### config.mk
export PLATFORM = sky130hd
export DESIGN_NAME = four_bit_adder_flat
export DESIGN_NICKNAME = d
export VERILOG_FILES = /design/src/rtl/four_bit_adder_if.sv /design/src/rtl/four_bit_adder.sv /design/src/flat_wrapper.sv
export SDC_FILE = /design/constraint.sdc
export NUM_CORES = 1
export LEC_CHECK = 0
export ABC_CLOCK_PERIOD_IN_PS = 800
export BUFFER_PORTS_ARGS = -buffer_cell sky130_fd_sc_hd__buf_2
export CAP_MARGIN = 20
export CORE_AREA = 2 2 39 41
export CTS_BUF_LIST = sky130_fd_sc_hd__clkbuf_2
export DETAILED_ROUTE_END_ITERATION = 8
export DIE_AREA = 0 0 41 43
export HOLD_SLACK_MARGIN = 0.05
export PLACE_DENSITY = 0.51
export SKIP_LAST_GASP = 1
export SLEW_MARGIN = 5
export SYNTH_ARGS = -nofsm -noshare
export SYNTH_HDL_FRONTEND = slang
export SYNTH_SLANG_ARGS = --single-unit
### constraint.sdc
create_clock -name clk -period 0.8 [get_ports clk]
set_input_delay 0.08 -clock clk [delete_from_list [all_inputs] [get_ports clk]]
set_output_delay 0.08 -clock clk [all_outputs]
set_load 0.02 [all_outputs]
### src/rtl/four_bit_adder_if.sv
// Operand/result bundle for the registered 4-bit adder.
// The driver of a/b uses the master modport; the adder uses the slave modport.
interface four_bit_adder_if;
    logic [3:0] a;
    logic [3:0] b;
    logic [7:0] s;
    logic       cout;

    modport master (
        output a,
        output b,
        input  s,
        input  cout
    );

    modport slave (
        input  a,
        input  b,
        output s,
        output cout
    );
endinterface

### src/rtl/four_bit_adder.sv
// Registered 4-bit ripple-carry adder. Define FOUR_BIT_ADDER_BCD_EN to present s as
// packed two-digit BCD; otherwise s is the 5-bit binary sum zero-extended to 8 bits.
module four_bit_adder (
    input  logic             clk,
    input  logic             rst,
    four_bit_adder_if.slave  bus
);

    // One full-adder cell: returns {carry_out, sum}.
    function automatic logic [1:0] full_add(input logic x, input logic y, input logic ci);
        logic p;
        p = x ^ y;
        return {(x & y) | (ci & p), p ^ ci};
    endfunction

`ifdef FOUR_BIT_ADDER_BCD_EN
    // Compare-subtract split of 0..30 into tens (0..3) and ones (0..9).
    function automatic logic [7:0] to_bcd(input logic [4:0] val);
        logic [3:0] tens;
        logic [4:0] ones;
        if (val >= 5'd30) begin
            tens = 4'd3;
            ones = val - 5'd30;
        end else if (val >= 5'd20) begin
            tens = 4'd2;
            ones = val - 5'd20;
        end else if (val >= 5'd10) begin
            tens = 4'd1;
            ones = val - 5'd10;
        end else begin
            tens = 4'd0;
            ones = val;
        end
        return {tens, ones[3:0]};
    endfunction
`endif

    logic [4:0] carry_s;
    logic [3:0] sum_s;
    logic [1:0] fa_s;
    logic [4:0] raw_s;
    logic [7:0] result_s;
    logic [7:0] s_r;
    logic       cout_r;

    // Ripple-carry chain; carry into bit 0 is tied low.
    always_comb begin
        carry_s = 5'b00000;
        sum_s   = 4'b0000;
        fa_s    = 2'b00;
        for (int i = 0; i < 4; i++) begin
            fa_s           = full_add(bus.a[i], bus.b[i], carry_s[i]);
            sum_s[i]       = fa_s[0];
            carry_s[i + 1] = fa_s[1];
        end
        raw_s = {carry_s[4], sum_s};
    end

    // Output encoding of the raw 5-bit sum.
    always_comb begin
        result_s = 8'h00;
`ifdef FOUR_BIT_ADDER_BCD_EN
        result_s = to_bcd(raw_s);
`else
        result_s = {3'b000, raw_s};
`endif
    end

    // Result and carry registers; reset clears them without waiting for a clock.
    always_ff @(posedge clk or posedge rst) begin
        if (rst) begin
            s_r    <= 8'h00;
            cout_r <= 1'b0;
        end else begin
            s_r    <= result_s;
            cout_r <= raw_s[4];
        end
    end

    assign bus.s    = s_r;
    assign bus.cout = cout_r;

endmodule

### src/flat_wrapper.sv
// flat-port wrapper written by rule: the top's interface ports become plain ports
module four_bit_adder_flat 
  (clk, rst, bus_a, bus_b, bus_s, bus_cout);
  four_bit_adder_if bus_i ();
  input  logic clk;
  input  logic rst;
  input wire logic [$bits(bus_i.a)-1:0] bus_a;
  input wire logic [$bits(bus_i.b)-1:0] bus_b;
  output wire logic [$bits(bus_i.s)-1:0] bus_s;
  output wire logic [$bits(bus_i.cout)-1:0] bus_cout;
  assign bus_i.a = bus_a;
  assign bus_i.b = bus_b;
  assign bus_s = bus_i.s;
  assign bus_cout = bus_i.cout;
  four_bit_adder u_core (.clk(clk), .rst(rst), .bus(bus_i));
endmodule
* Word-level counts from Yosys, hierarchy flattened
Cells that the tools add are included.
Word-level totals: register bits 6, input bits 10, logic and storage cells 19
Operators by class: bitwise gates (word level) 17
Operators by type and width (number):
- 1-bit AND | 7
- 1-bit bitwise XOR | 7
- 1-bit OR | 3

* Longest topological paths before layout
word-level depth 7, gate-level depth with buffers 6

* Worst setup path before layout
Ideal clock, no wire load.
kind input -> register, start point input bus_b[0], end point register u_core.s_r[3], in the netlist u_core.bus.s[3], arrival time 1.503 ns, slack -0.767 ns, stages on the path 6, path buffers 0, cell sequence ha_1 > fa_1 > fa_1 > inv_1 > fa_1 > inv_1
Between the ends: cells in the longest elaborated chain, start to end 6
Ends and longest elaborated chain:
- start: declaration | line flat_wrapper.sv:8 | input wire logic [$bits(bus_i.b)-1:0] bus_b;
- 1-bit AND (2 in a row) | line four_bit_adder.sv:13 | return {(x & y) | (ci & p), p ^ ci};
- 1-bit OR | line four_bit_adder.sv:13
- 1-bit AND | line four_bit_adder.sv:13
- 1-bit OR | line four_bit_adder.sv:13
- 1-bit bitwise XOR | line four_bit_adder.sv:13
- named net u_core.fa_s[0] | line four_bit_adder.sv:40 | logic [1:0] fa_s;
- end signal: assignment | line four_bit_adder.sv:75 | s_r <= result_s;
- end: declaration | line four_bit_adder.sv:43 | logic [7:0] s_r;
The timed path passes the listed nets, and every way through them passes these cells.

* Worst setup path after layout
start point input bus_a[0], end point register u_core.s_r[3], in the netlist u_core.bus.s[3]
Between the ends: cells in the longest elaborated chain, start to end 6
Ends and longest elaborated chain:
- start: declaration | line flat_wrapper.sv:7 | input wire logic [$bits(bus_i.a)-1:0] bus_a;
- 1-bit AND (2 in a row) | line four_bit_adder.sv:13
- 1-bit OR | line four_bit_adder.sv:13
- 1-bit AND | line four_bit_adder.sv:13
- 1-bit OR | line four_bit_adder.sv:13
- 1-bit bitwise XOR | line four_bit_adder.sv:13
- named net u_core.fa_s[0] | line four_bit_adder.sv:40
The timed path passes the listed nets, and every way through them passes these cells.

==> run_results.csv <==
group,metric,value,unit
outcome,status,"complete, but fails checks",
outcome,violations,"negative setup slack",
power_and_ir_drop,p_seq_share,39.8,%
synthesis,yosysMostFrequentCell,"inv_1",
cts,cts_buffer_depth,2,
placed_design,gp_congestion,0.5435,
cts,cts_tree,"yes",
cells_and_area,fillCellCount,149,
cts,cts-root-buf,"clkbuf_2",
placed_design,port_buffers,15,
worst_setup_path,cp.buffers_inverters,3,
synthesis,ys_seq_area_share,49.26,%
sta,timing.final.crit_period,1.342,ns
worst_setup_path,critPathMaxStageDelay,0.39,ns
power_and_ir_drop,peakVddDrop,0.0005571,V
synthesis,yosysTopAreaCellShare,49.26,%
drt,ant_nets,0,
synthesis,synthArstFlopShare,100.0,%
synthesis,synth_area,254.0,µm²
synthesis,synth_common_cells,"6 x inv_1, 5 x dfrtp_1, 4 x buf_4, 3 x fa_1",
die,start_util,18.35,%
synthesis,avgSynthCellArea,12.70,µm²
drt,postRouteWirelength,404,µm
drt,drt_iter0_markers,1,
power_and_ir_drop,swShare,31.67,%
cells_and_area,drive_above_1_share,60.53,%
global_routing,track_usage,6.383,%
synthesis,synth-edff-count,0,
power_and_ir_drop,switching_power,0.2444,mW
worst_setup_path,cp_slowest_cell,"fa_1",
die,core,1384,µm²
cells_and_area,fin_cells,54,
drt,wl_per_cell,7.481,µm
cts,cts.sinks,5,
cells_and_area,ff_latch_area,125.1,µm²
die,ios,19,
die,fp-row-count,14,
power_and_ir_drop,p_clk_share,28.5,%
worst_setup_path,path_max_fanout,1,
synthesis,synth_ff_type,"dfrtp_1",
global_routing,grt_pass1_wl,641,µm
cells_and_area,utilization,30.65,%
sta,setup_ws,-0.5425,ns
drt,dr_total_vias,174,
global_routing,antenna_found_initial,0,
worst_setup_path,crit_path_start_kind,"primary input",
cells_and_area,stdcell_area,424.2,µm²
synthesis,ys_types,6,
placed_design,dpl-instance-area,344.1,µm²
worst_hold_path,holdCritPathClass,"primary input to flop",
cells_and_area,nets,53,
cells_and_area,diodes,0,
sta,fmax,0.7449,GHz
drt,dr.pass1.iters,2,
worst_setup_path,path_cells,"buf_6 > ha_4 > fa_2 > fa_2 > inv_2 > fa_1 > inv_1",
synthesis,synth_top_area_cell,"dfrtp_1",
sta,final-max-slew-violation-count,0,
power_and_ir_drop,power_density,1820,nW/µm²
cells_and_area,largest_register_ffs,5,
cells_and_area,multi_input_area,101.3,µm²
drt,drt_drc_violations_left,0,
worst_setup_path,required,0.96,ns
cts,h-tree-depth,1,
die,die_w,41,µm
worst_setup_path,cp_data_arrival_time,1.50,ns
die,dieArea,1763,µm²
worst_setup_path,path_class,"primary input to flop",
global_routing,grt-ovfl-total,0,
global_routing,first_global_vias,185,
sta,setup-violations-final,5,
synthesis,synthesis.instances,20,
synthesis,ys_warn_count,0,
sta,rsz0062_at_grt,"yes",
synthesis,synth_seq_cells,5,
flow_run,maxCapViolCount,0,
power_and_ir_drop,comb_power_share,31.6,%
worst_setup_path,cp-end-kind,"flop",
cts,clk_pin_slew_worst_paths,0.06,ns
cells_and_area,area_delta_synth_final,66.99,%
synthesis,synthTopCellsByArea,"dfrtp_1 49%, fa_1 24%, buf_4 12%",
drt,via_per_inst,3.222,
cts,cts_inserted_buffers,3,
sta,finalCritPeriodShare,167.8,%
worst_setup_path,cp_common_cell,"fa_2",
worst_setup_path,critical_path.top_delay_family,"adder cells",
die,die_y,43,µm
power_and_ir_drop,p_int,0.5274,mW
global_routing,grt_max_degree,6,
cts,cts_hold_buf,1,
power_and_ir_drop,static-leakage-power,0.2240,nW
sta,hold_viol_final,0,
placed_design,dp_cells,49,
==> power by group through the flow <==
stage / clock network, mW / logic (mW) / registers [mW]
final: 0.220 / 0.244 / 0.308
after detailed placement: 0 / 0.191 / 0.302
after global routing: 0.258 / 0.273 / 0.311
after floorplan: 0 / 0.0794 / 0.352
after global placement: 0 / 0.190 / 0.301
after CTS: 0.232 / 0.247 / 0.308
==> per-layer routing <==
layer | GRT usage, % | vias to the layer above | part of all wire, %
li1 | - | 83 | -
met1 | 3.311 | 79 | 31
met2 | 10.00 | 12 | 57
met5 | 0 | - | 0
met3 | 4.712 | 0 | 12
met4 | 8.000 | 0 | 0
==> final timing paths <==
path | from | end | slack (ns) | depth (start not counted)
worst min-delay path | bus_b[0] | u_core.bus.s[0]$_DFF_PP0_ | 0.08 | 2
worst max-delay path | bus_a[0] | u_core.bus.s[3]$_DFF_PP0_ | -0.54 | 7
max in group asynchronous | rst | u_core.bus.s[1]$_DFF_PP0_ | 0.33 | 3
min in group asynchronous | rst | u_core.bus.s[4]$_DFF_PP0_ | 0.31 | 3
==> layout by cell type, fill, tap and decap left out <==
master	instances
buf_6	8
buf_2	7
inv_1	5
dfrtp_1	5
conb_1	3
clkbuf_2	3
fa_2	2
inv_2	1
fa_1	1
ha_4	1
clkinv_2	1
dlygate4sd3_1	1
==> cell type report <==
| type | count | area share [%] |
|---|---|---|
| repair buffers | 16 | 31.86 |
| clock inverters | 1 | 1.180 |
| clock buffers | 3 | 3.540 |
| well taps | 16 | 4.720 |
| multi-input cells | 7 | 23.89 |
| flip-flops and latches | 5 | 29.50 |
| inverters | 6 | 5.310 |
==> kinds of logic after synthesis <==
| kind of cell | share of synthesized area (%) |
|---|---|
| buf+inv | 20.69 |
| flops | 49.26 |
| fa+ha+maj | 28.57 |
| other cells | 1.476 |
==> metrics by stage <==
| step | TNS [ns] | hold slack (ns) | total power [mW] | setup slack [ns] |
|---|---|---|---|---|
| 2_1_floorplan | -1.547 | -0.1415 | 0.4318 | -0.7026 |
| 3_3_place_gp | -2.140 | -0.02103 | 0.4911 | -0.8592 |
| 3_5_place_dp | -2.166 | -0.01539 | 0.4934 | -0.8623 |
| 4_1_cts | -1.224 | 0.06544 | 0.7878 | -0.5311 |
| 5_1_grt | -1.461 | 0.04059 | 0.8422 | -0.5497 |
| 6_report | -1.163 | 0.08063 | 0.7718 | -0.5425 |
==> repair_timing <==
item,CTS,global route
pin swaps,4,0
setup buffers,0,0
resized for setup,14,0
setup endpoints to repair,9,9
hold endpoints to repair,5,1
No activity file was read; power rests on OpenSTA's default activity.
